### config.mk
export PLATFORM = sky130hd
export DESIGN_NAME = vector_mem_requester
export DESIGN_NICKNAME = d
export VERILOG_FILES = /design/src/rtl/vector_mem_requester_pkg.sv /design/src/rtl/vector_mem_requester.sv
export SDC_FILE = /design/constraint.sdc
export NUM_CORES = 1
export LEC_CHECK = 0
export ABC_AREA = 1
export CAP_MARGIN = 20
export CORE_AREA = 2 2 150 152
export DETAILED_ROUTE_END_ITERATION = 12
export DIE_AREA = 0 0 152 154
export PLACE_DENSITY = 0.8
export SETUP_SLACK_MARGIN = 0.4
export SYNTH_ARGS = -nofsm -noshare
export SYNTH_HDL_FRONTEND = slang
export SYNTH_SLANG_ARGS = --single-unit
### constraint.sdc
create_clock -name clk -period 6.8 [get_ports clk]
set_input_delay 1.36 -clock clk [delete_from_list [all_inputs] [get_ports clk]]
set_output_delay 1.36 -clock clk [all_outputs]
set_load 0.03 [all_outputs]
### src/rtl/vector_mem_requester_pkg.sv
`default_nettype none
// ----------------------------------------------------------------------------
// vector_mem_requester_pkg : shared request format, access types, FSM states
// Rev 1.0
// ----------------------------------------------------------------------------
`ifndef FLIP_FLOP
`define FLIP_FLOP(q, d, rv) \
  always_ff @(posedge clk or negedge reset) begin \
    if (!reset) q <= (rv); \
    else        q <= (d); \
  end
`endif

package vector_mem_requester_pkg;

  localparam int ADDR_FIELD_WIDTH = 32;
  localparam int DATA_FIELD_WIDTH = 32;
  localparam int BYTE             = 8;
  localparam int CORE_ID_WIDTH    = 4;
  localparam int ACCESS_ID_WIDTH  = 8;

  typedef enum logic [1:0] {
    READ_REQ  = 2'd0,
    WRITE_REQ = 2'd1,
    READ_RSP  = 2'd2,
    WRITE_RSP = 2'd3
  } access_type_e;

  typedef struct packed {
    logic                             vld;
    logic [CORE_ID_WIDTH-1:0]         core_id;
    logic [ACCESS_ID_WIDTH-1:0]       access_id;
    access_type_e                     access_type;
    logic [ADDR_FIELD_WIDTH-1:0]      addr;
    logic [DATA_FIELD_WIDTH-1:0]      data;
    logic [DATA_FIELD_WIDTH/BYTE-1:0] byte_en;
  } request_t;

  typedef enum logic [1:0] {
    IDLE  = 2'd0,
    ISSUE = 2'd1,
    DRAIN = 2'd2,
    DONE  = 2'd3
  } vmr_state_e;

endpackage
`default_nettype wire

### src/rtl/vector_mem_requester.sv
`default_nettype none
// ----------------------------------------------------------------------------
// vector_mem_requester : strided vector load/store sequencer, one element/cycle
// Rev 1.0
// ----------------------------------------------------------------------------
module vector_mem_requester
  import vector_mem_requester_pkg::*;
#(
  parameter int unsigned CORE_ID = 0,
  parameter int unsigned VLEN    = 64
) (
  input  logic                             clk,
  input  logic                             reset,
  input  logic                             cmd_vld,
  output logic                             cmd_rdy,
  input  logic                             cmd_store,
  input  logic [ADDR_FIELD_WIDTH-1:0]      cmd_base,
  input  logic [ADDR_FIELD_WIDTH-1:0]      cmd_stride,
  input  logic [$clog2(VLEN):0]            cmd_len,
  input  logic [DATA_FIELD_WIDTH/BYTE-1:0] cmd_byte_en,
  output logic [$clog2(VLEN)-1:0]          st_idx,
  input  logic [DATA_FIELD_WIDTH-1:0]      st_data,
  output request_t                         mem_req,
  input  request_t                         mem_rsp,
  output logic                             ld_vld,
  output logic [$clog2(VLEN)-1:0]          ld_idx,
  output logic [DATA_FIELD_WIDTH-1:0]      ld_data,
  output logic                             done,
  output logic                             err
);

  localparam int c_IDX_W = $clog2(VLEN);
  localparam int c_LEN_W = c_IDX_W + 1;
  localparam int c_BE_W  = DATA_FIELD_WIDTH / BYTE;
  localparam logic [CORE_ID_WIDTH-1:0] c_CORE = CORE_ID_WIDTH'(CORE_ID);

  vmr_state_e                  r_state;
  vmr_state_e                  w_state_next;
  logic                        r_store;
  logic [ADDR_FIELD_WIDTH-1:0] r_stride;
  logic [c_LEN_W-1:0]          r_len;
  logic [c_BE_W-1:0]           r_byte_en;
  logic [c_LEN_W-1:0]          r_i;
  logic [c_LEN_W-1:0]          r_r;
  logic                        r_err;
  request_t                    r_mem_req;
  request_t                    w_req_d;
  logic                        r_ld_vld;
  logic [c_IDX_W-1:0]          r_ld_idx;
  logic [DATA_FIELD_WIDTH-1:0] r_ld_data;

  logic                        w_accept;
  logic                        w_busy;
  logic [c_LEN_W-1:0]          w_i_inc;
  logic [c_LEN_W-1:0]          w_next_idx;
  logic                        w_next_store;
  logic                        w_rsp_acc;
  logic                        w_r_inc;
  logic [c_LEN_W-1:0]          w_r_next;
  logic                        w_aid_oob;
  logic                        w_type_bad;
  logic                        w_err_d;
  logic                        w_ld_vld_d;
  logic [c_IDX_W-1:0]          w_ld_idx_d;
  logic [DATA_FIELD_WIDTH-1:0] w_ld_data_d;
  logic                        w_unused_rsp;

  assign w_accept   = cmd_vld && (r_state == IDLE);
  assign w_busy     = (r_state == ISSUE) || (r_state == DRAIN);
  assign w_i_inc    = r_i + c_LEN_W'(1);
  assign w_rsp_acc  = mem_rsp.vld && (mem_rsp.core_id == c_CORE);
  assign w_r_inc    = w_rsp_acc && w_busy;
  assign w_r_next   = r_r + c_LEN_W'(w_r_inc);
  assign w_aid_oob  = 32'(mem_rsp.access_id) >= 32'(r_len);
  assign w_type_bad = mem_rsp.access_type != (r_store ? WRITE_RSP : READ_RSP);
  assign w_err_d    = w_rsp_acc && ((r_state == IDLE) || w_aid_oob || w_type_bad);
  assign w_unused_rsp = ^{mem_rsp.addr, mem_rsp.byte_en};

  // FSM state register
  always_ff @(posedge clk or negedge reset) begin
    if (!reset) r_state <= IDLE;
    else        r_state <= w_state_next;
  end

  always_comb begin
    w_state_next = r_state;
    case (r_state)
      IDLE:    if (cmd_vld) w_state_next = (cmd_len == '0) ? DONE : ISSUE;
      ISSUE:   if (w_i_inc == r_len) w_state_next = DRAIN;
      DRAIN:   if (w_r_next >= r_len) w_state_next = DONE;
      DONE:    w_state_next = IDLE;
      default: w_state_next = IDLE;
    endcase
  end

  // mem_req is registered, so store data is fetched for the element about to be latched
  always_comb begin
    cmd_rdy = (r_state == IDLE);
    done    = (r_state == DONE);
    st_idx  = (r_state == ISSUE) ? w_i_inc[c_IDX_W-1:0] : '0;
  end

  always_comb begin
    w_req_d      = '0;
    w_next_idx   = (r_state == IDLE) ? '0 : w_i_inc;
    w_next_store = (r_state == IDLE) ? cmd_store : r_store;
    if (w_state_next == ISSUE) begin
      w_req_d.vld         = 1'b1;
      w_req_d.core_id     = c_CORE;
      w_req_d.access_id   = ACCESS_ID_WIDTH'(w_next_idx);
      w_req_d.access_type = w_next_store ? WRITE_REQ : READ_REQ;
      w_req_d.addr        = (r_state == IDLE) ? cmd_base : (r_mem_req.addr + r_stride);
      w_req_d.data        = w_next_store ? st_data : '0;
      w_req_d.byte_en     = (r_state == IDLE) ? cmd_byte_en : r_byte_en;
    end
  end

  always_ff @(posedge clk or negedge reset) begin
    if (!reset) begin
      r_store   <= 1'b0;
      r_stride  <= '0;
      r_len     <= '0;
      r_byte_en <= '0;
      r_i       <= '0;
      r_r       <= '0;
      r_err     <= 1'b0;
    end else begin
      if (w_accept) begin
        r_store   <= cmd_store;
        r_stride  <= cmd_stride;
        r_len     <= cmd_len;
        r_byte_en <= cmd_byte_en;
        r_i       <= '0;
        r_r       <= '0;
      end else begin
        if (r_state == ISSUE) r_i <= w_i_inc;
        if (w_r_inc)          r_r <= w_r_next;
      end
      r_err <= r_err | w_err_d;
    end
  end

  assign w_ld_vld_d  = w_r_inc && (mem_rsp.access_type == READ_RSP);
  assign w_ld_idx_d  = w_ld_vld_d ? mem_rsp.access_id[c_IDX_W-1:0] : r_ld_idx;
  assign w_ld_data_d = w_ld_vld_d ? mem_rsp.data : r_ld_data;

  `FLIP_FLOP(r_mem_req, w_req_d, '0)
  `FLIP_FLOP(r_ld_vld, w_ld_vld_d, 1'b0)
  `FLIP_FLOP(r_ld_idx, w_ld_idx_d, '0)
  `FLIP_FLOP(r_ld_data, w_ld_data_d, '0)

  assign mem_req = r_mem_req;
  assign ld_vld  = r_ld_vld;
  assign ld_idx  = r_ld_idx;
  assign ld_data = r_ld_data;
  assign err     = r_err;

endmodule
`default_nettype wire

Yosys cells after proc, flatten, opt, wreduce, memory -nomap -nowiden --
Cells that the tools add are included.
Storage, ports and cells: output and inout port bits 131, bits in read-only memories 0, memory bits (writable) 0, logic and storage cells 62, register bits after elaboration 183, bits in latches 0, bits of input ports 194, memories kept 0
Cells by class: eq/ne operators 7, order comparisons 2, shifts and indexed selects 0, bitwise logic cells 1, multipliers 0, div/mod/pow operators 0, reduce and logical (&&, ||, !) cells 13, $add $sub $neg 3, mux-type cells 18
Operators with widths (count):
- $mux W83 | 1
- $mux W32 | 2
- $mux W7 | 5
- $add A32 B32 Y32 | 1
- $ge A8 B7 Y1 | 1
- $mux W2 | 4
- $pmux W2 S4 | 1
- $add A7 B1 Y7 | 1
- $add A7 B1 Y7 const B | 1
- $eq A7 B7 Y1 | 1
- $ge A7 B7 Y1 | 1
- $logic_not A7 Y1 | 1
- $eq A2 B2 Y1 const B | 3
- $mux W6 | 1
- $logic_and A1 B1 Y1 | 5
- $eq A2 B1 Y1 const B | 2
- $logic_not A4 Y1 | 1
- $mux W4 | 1
- $reduce_bool A2 Y1 | 2
- $logic_or A1 B1 Y1 | 3
- $mux W1 | 3
- $logic_not A2 Y1 | 1
- $ne A2 B2 Y1 | 1
- $or A1 B1 Y1 | 1

Longest topological paths before layout --
word-level depth 9, gate-level depth with buffers 24, mapped depth without buffers 22

Worst setup path after synthesis --
Ideal clock, no wire load.
path type input-to-reg, start point in mem_rsp[81] (netlist name), end point reg mem_req[68] (netlist name), required time 6674 ps, stages 23, data arrival time 4037 ps, setup time 126 ps, path buffers 2, slack 2636 ps, path through nor2_1 nand2_1 nor3_1 nand2_1 inv_1 ha_1 ha_1 nand3_1 nor3_1 xor2_1 inv_1 ha_1 a21oi_1 o21a_1 nand4_1 nand2_1 nand2_1 nand2_1 nand2_1 nand2_2 buf_6 buf_6 nor2_2
RTL lines:
- from (decl) | line vector_mem_requester.sv:24 | input request_t mem_rsp,

==> flow_summary.ini <==
[drt]
wl_met1_mm = 11.7
vias = 9038
drt_pass1_iterations = 5
dr_wl_met3_mm = 2.09
avgRoutedWirePerCell_um = 15.3
dr.max_layer_used = met4
viasPerCell = 4.96
drt_iter0_markers = 685
route.detailed.drc = 0
drt_wl_total_mm = 27.8
ant_nets = 0
wl_met2_mm = 13.6

[timing]
max-slew-margin-rel_pct = 43.4
hold_viol_final = 0
finalClockSkew_ps = 17.9
max_clock_freq_mhz = 197
min_period_ps = 5090
fin_crit_sh_pct = 74.8
setup_viol = 0
drv_slew = 0
tns_ps = 0
rsz0062_at_grt = no
tightest_slew_ps = 849

[synthesis]
synthFlopType = dfrtp_1
synth_adder_area_share_pct = 7.09
ys_types = 36
yosys.area.top_type = dfrtp_1
ys_ff_latch = 177
synth_area_leaders = dfrtp_1, nand2_1, ha_1
async_reset_ff_share_pct = 100
synth-compound-area-share_pct = 5.88
yosys_warnings = 0
synth_xor_area_share_pct = 2.00
syn-instance-count = 1258
synth.most_common_cell = nand2_1
synth_top_family_by_area = simple AND/OR/NAND/NOR gates
synth_edf_count = 0
synth.area.mux_share_pct = 1.45
yosysTopAreaCellShare_pct = 46.0
synthTopCellsByCount = nand2_1, dfrtp_1, inv_1
syn_area_per_cell_um2 = 7.66
yosysSeqAreaShare_pct = 46.0
synth_area_mm2 = 0.00963
yosys.area_share.simple_pct = 30.3

[cells_and_area]
nNetsFinal = 1778
fillers = 1914
drive_gt1_share_pct = 5.70
stdcell_area_mm2 = 0.0133
syn2layout_area_growth_pct = 38.4
final_cells = 1823
antennaDiodeCount = 0
fin_util_pct = 61.5

[global_routing]
grt-ovfl-total = 0
antenna_found_initial = 0
grt_pass1_wl_mm = 45.1
grt_max_degree = 79
grt_pass1_vias = 9004
grtUsageTotal_pct = 23.8

[clocking]
htree_levels = 4
clk_latency_ps = 440
cts_buffers = 17
clockBufferDepth = 2
cts.repair.resized = 0
root_buffer = clkbuf_16
ctsHoldBuffers = 0
clk_pin_slew_worst_paths_ps = 70
clock_sinks = 177
post_cts_buffers = 0
cts_tree = done

[critical_path]
reg2reg_slack_ps = 2710
r2r-end = mem_req[6]$_DFF_PN0_
arrival_ps = 5400
startpoint_type = input pin
critPathMaxFanout = 53
crit_path_frequent_cell = nand2_1
cp_num_buf_inv = 4
cp_cell_sequence = clkdlybuf4s50_1 > nor2_1 > nand2_1 > nor3_1 > nand2_1 > inv_1 > ha_1 > ha_1 > nand3_1 > nor3_1 > xor2_1 > inv_1 > ha_1 > a21oi_1 > o21a_1 > nand4_1 > nand2_1 > nand2_1 > nand2_1 > nand2_1 > nand2_4 > buf_12 > nor2_1
path_delay_family = simple AND/OR/NAND/NOR gates
rr_worst_depth = 21
r2r_start = r_state[0]$_DFF_PN0_
cp.required_ps = 7110
path_class = input pin to flop
max_stage_delay_ps = 400
slowest_stage = clkdlybuf4s50_1
end_kind = flop

[placement]
dpl_cell_area_mm2 = 0.0127
io_buffers = 282
dp_hpwl_mm = 21.0
routabilityCongestion = 0.946
dp_cells = 1791

[floorplan]
die-area_mm2 = 0.0234
floorplan.die.width_um = 152
die-height_um = 154
num_rows = 54
core_mm2 = 0.0217
io_pins = 325
initial_core_util_pct = 44.4

[min_path]
whs_endpoint = err$_DFF_PN0_
hp-start = err$_DFF_PN0_
min_delay_path_depth = 2
min-delay-path-class = flop to flop

[pwr]
leakage_nw = 6.82
p_int_mw = 2.90
pwr_density_cell_mw_per_mm2 = 392
switchingPower_mw = 2.32
p_total_mw = 5.22
peakVddDrop_v = 0.000239
combPwrFrac_pct = 50.5
switching_share_pct = 44.4
pwr-share-seq_pct = 29.3
power_frac_clock_pct = 20.2

[flow_run]
maxCapViolations = 0

[status]
status = completed
power by group through the flow:
stage	Clock [mW]	Sequential (mW)	Combinational, mW
6_report	1.05	1.53	2.64
4_1_cts	1.07	1.53	2.66
3_3_place_gp	0	1.54	2.58
5_1_grt	1.12	1.57	2.91
2_1_floorplan	0	1.82	1.48
3_5_place_dp	0	1.55	2.64
cells in the final DEF, fill, tap and decap left out, drive strengths merged, types with 18 or more instances in the layout:
master	n
nand2	482
clkdlybuf4s50	281
dfrtp	177
inv	133
nor2	131
nand3	64
ha	53
o21ai	52
a21oi	41
xor2	18
clkbuf	18
cells by family after synthesis:
kind of cell | count (synthesis)
other cells | 1
buf+inv | 169
xor+xnor | 22
mux | 14
compound gates | 107
simple gates | 714
fa+ha+maj | 54
flops | 177
how the worst max path moves through the flow:
stage,from,end,slack (ps),cells past startpoint
finish,mem_rsp[81],mem_req[6]$_DFF_PN0_,1710,23
global route,mem_rsp[81],mem_req[6]$_DFF_PN0_,1400,23
CTS,mem_rsp[81],mem_req[6]$_DFF_PN0_,1750,23
detailed placement,mem_rsp[81],mem_req[10]$_DFF_PN0_,1310,23
global placement,mem_rsp[81],mem_req[46]$_DFF_PN0_,1440,23
floorplan,mem_rsp[81],mem_req[68]$_DFF_PN0_,2640,23
worst reg2reg max path, delay by kind of cell (launching register included):
kind            cells  cell delay [ps]
flops               1              410
simple gates       10             1380
xor+xnor            1              210
buf+inv             4              700
compound gates      2              290
fa+ha+maj           4              980
flip-flops by register name, indices dropped and copies added, names as in the netlist:
| signal | count |
|---|---|
| err | 1 |
| ld_data | 32 |
| ld_idx | 6 |
| ld_vld | 1 |
| mem_req | 77 |
| r_byte_en | 4 |
| r_i | 7 |
| r_len | 7 |
| r_r | 7 |
| r_state | 2 |
| r_store | 1 |
| r_stride | 32 |
layout make-up:
| class | count | area (µm²) | share of cell area (%) |
|---|---|---|---|
| Timing Repair Buffer | 291 | 2920 | 21.9 |
| Clock buffer | 18 | 429 | 3.22 |
| Tap cell | 280 | 350 | 2.63 |
| Clock inverter | 14 | 188 | 1.41 |
| Inverter | 126 | 473 | 3.55 |
| Sequential cell | 177 | 4430 | 33.2 |
| Multi-Input combinational cell | 917 | 4540 | 34.1 |
per-stage QoR:
stage / setup WS, ps / hold WS (ps)
floorplan: 2640 / 448
global placement: 1440 / 448
detailed placement: 1310 / 454
CTS: 1750 / 469
global route: 1400 / 496
finish: 1710 / 467
metal layers:
layer  global-route usage (%)  up-vias
met4                     6.28        0
met2                     41.2      321
met5                        0        -
met3                     6.34       30
met1                     29.6     4218
li1                         -     4469
No activity file was read; power rests on OpenSTA's default activity.
==> edit, RTL diff (same flow settings) <==
`ADDR_FIELD_WIDTH`: 32 -> 16.
--- a/src/rtl/vector_mem_requester_pkg.sv
+++ b/src/rtl/vector_mem_requester_pkg.sv
@@ -13,7 +13,7 @@
 
 package vector_mem_requester_pkg;
 
-  localparam int ADDR_FIELD_WIDTH = 32;
+  localparam int ADDR_FIELD_WIDTH = 16;
   localparam int DATA_FIELD_WIDTH = 32;
   localparam int BYTE             = 8;
   localparam int CORE_ID_WIDTH    = 4;
Ports: changed (resized cmd_base, cmd_stride, mem_req and mem_rsp); port bits go from 325 to 261. No check against the original RTL was run, so the function may have changed too.
==> edit against the original RTL <==
Clock skew decreased by 9.8 ps. Count of clock-buffer cells in the layout unchanged. Non-clock buffer count decreased by 52. Synthesized area decreased by 26%. Routed wire length decreased by 27%. Power decreased by 21%. Cell area decreased by 22%. Worst hold slack got worse by 1.1 ps. Largest cell class is now flip-flops and latches. Critical path type unchanged. Sequential cell count decreased by 32. Final cell count decreased by 25%. Worst setup slack got worse by 140 ps.
==> edit: results (changes against the original RTL) <==
Pwr
  – Peak VDD IR: 0.0001845 V (-23%)
  – P_comb: 1.86 mW (-30%)
  – Sw frac: 41.05% (-3.4 points)
  – Int Power: 2.447 mW (-16%)
  – Leakage: 5.159 nW (-24%)

Synth
  – Sequential share of the synthesized area: 50.97% (+5.0 points)
  – Post-synth cell types: 38 (+5.6%)
  – Mux cell area share after synthesis: 0.8436% (-0.61 points)
  – Syn Area/Cell: 8.346 um^2 (+9.0%)
  – Adder-cell share of the synthesized area: 6.784% (-0.31 points)
  – Largest cells by area after synthesis: dfrtp_1 (51%), nand2_1 (16%), ha_1 (6.5%)
  – Commonest cells post-synth: nand2_1 (304), dfrtp_1 (145), inv_1 (71)
  – Xor/xnor cell area share of the yosys netlist: 1.845% (-0.15 points)
  – Synth Area in Compound Gates: 6.643% (+0.76 points)

Cells and area
  – Non-Filler Instances: 1374 (-25%)
  – Fraction of layout cells with a size suffix above 1: 5.764% (+0.061 points)

Global routing
  – GR Layer Usage met3: 6.201% (-0.14 points)
  – Antenna violations before repair: 1 (+1)
  – GR Util met1: 20.13% (-9.5 points)
  – First-pass GRT wire length: 32700 um (-28%)
  – Vias in the first global route: 6499 (-28%)

STA
  – Final Critical Period: 5224 ps (+138.9 ps)

Clock network
  – Worst-skew pair later-pin latency: 410 ps (-30 ps)

Place
  – Gpl congestion: 0.8752 (-7.5%)
  – Input/output buffers: 234 (-17%)
  – Pre-CTS setup slack: 1159 ps (-151.2 ps)
  – DP HPWL: 14890 um (-29%)

Critical path
  – Worst Setup SP: mem_rsp[64]
  – Reg2Reg Depth: 20 (-4.8%)
  – CP Max Fanout: 61 (+15%)
  – Critical Path Max Stage Delay: 560 ps (+160 ps)
  – Reg2reg setup slack: 2680 ps (-30 ps)
  – CP max-delay cell: nand2_4

Route
  – Via count: 6376 (-29%)
  – WL met3: 1686 um (-19%)

Run status
  – Outcome: finished, final reports clean
## edit: cells by family (layout without fill, tap and decap cells)
logic type | Yosys count | after routing
AND/OR/NAND/NOR | 452 | 452
flip-flops | 145 | 145
buffers and inverters | 110 | 345
AO/OA/AOI/OAI | 86 | 86
adder cells (fa/ha/maj) | 38 | 38
XOR/XNOR | 15 | 15
multiplexers | 6 | 6
other | 1 | 7
## edit: layout make-up
| cell class | count | area (um^2) |
|---|---|---|
| multi-input combinational | 603 | 3025 |
| clock inverter | 14 | 225.2 |
| tap | 280 | 350.3 |
| inverter | 74 | 277.8 |
| sequential | 145 | 3628 |
| timing repair buffer | 239 | 2401 |
| fill | 2052 | 11340 |
| antenna | 1 | 2.502 |
| clock buffer | 18 | 439.2 |
## edit: through the flow
step,hold slack [ps],cell area (um^2)
floorplan,447.8,7138
global placement,448.1,9656
detailed placement,453.4,9656
CTS,469.3,10320
global route,488.6,10350
finish,466.0,10350
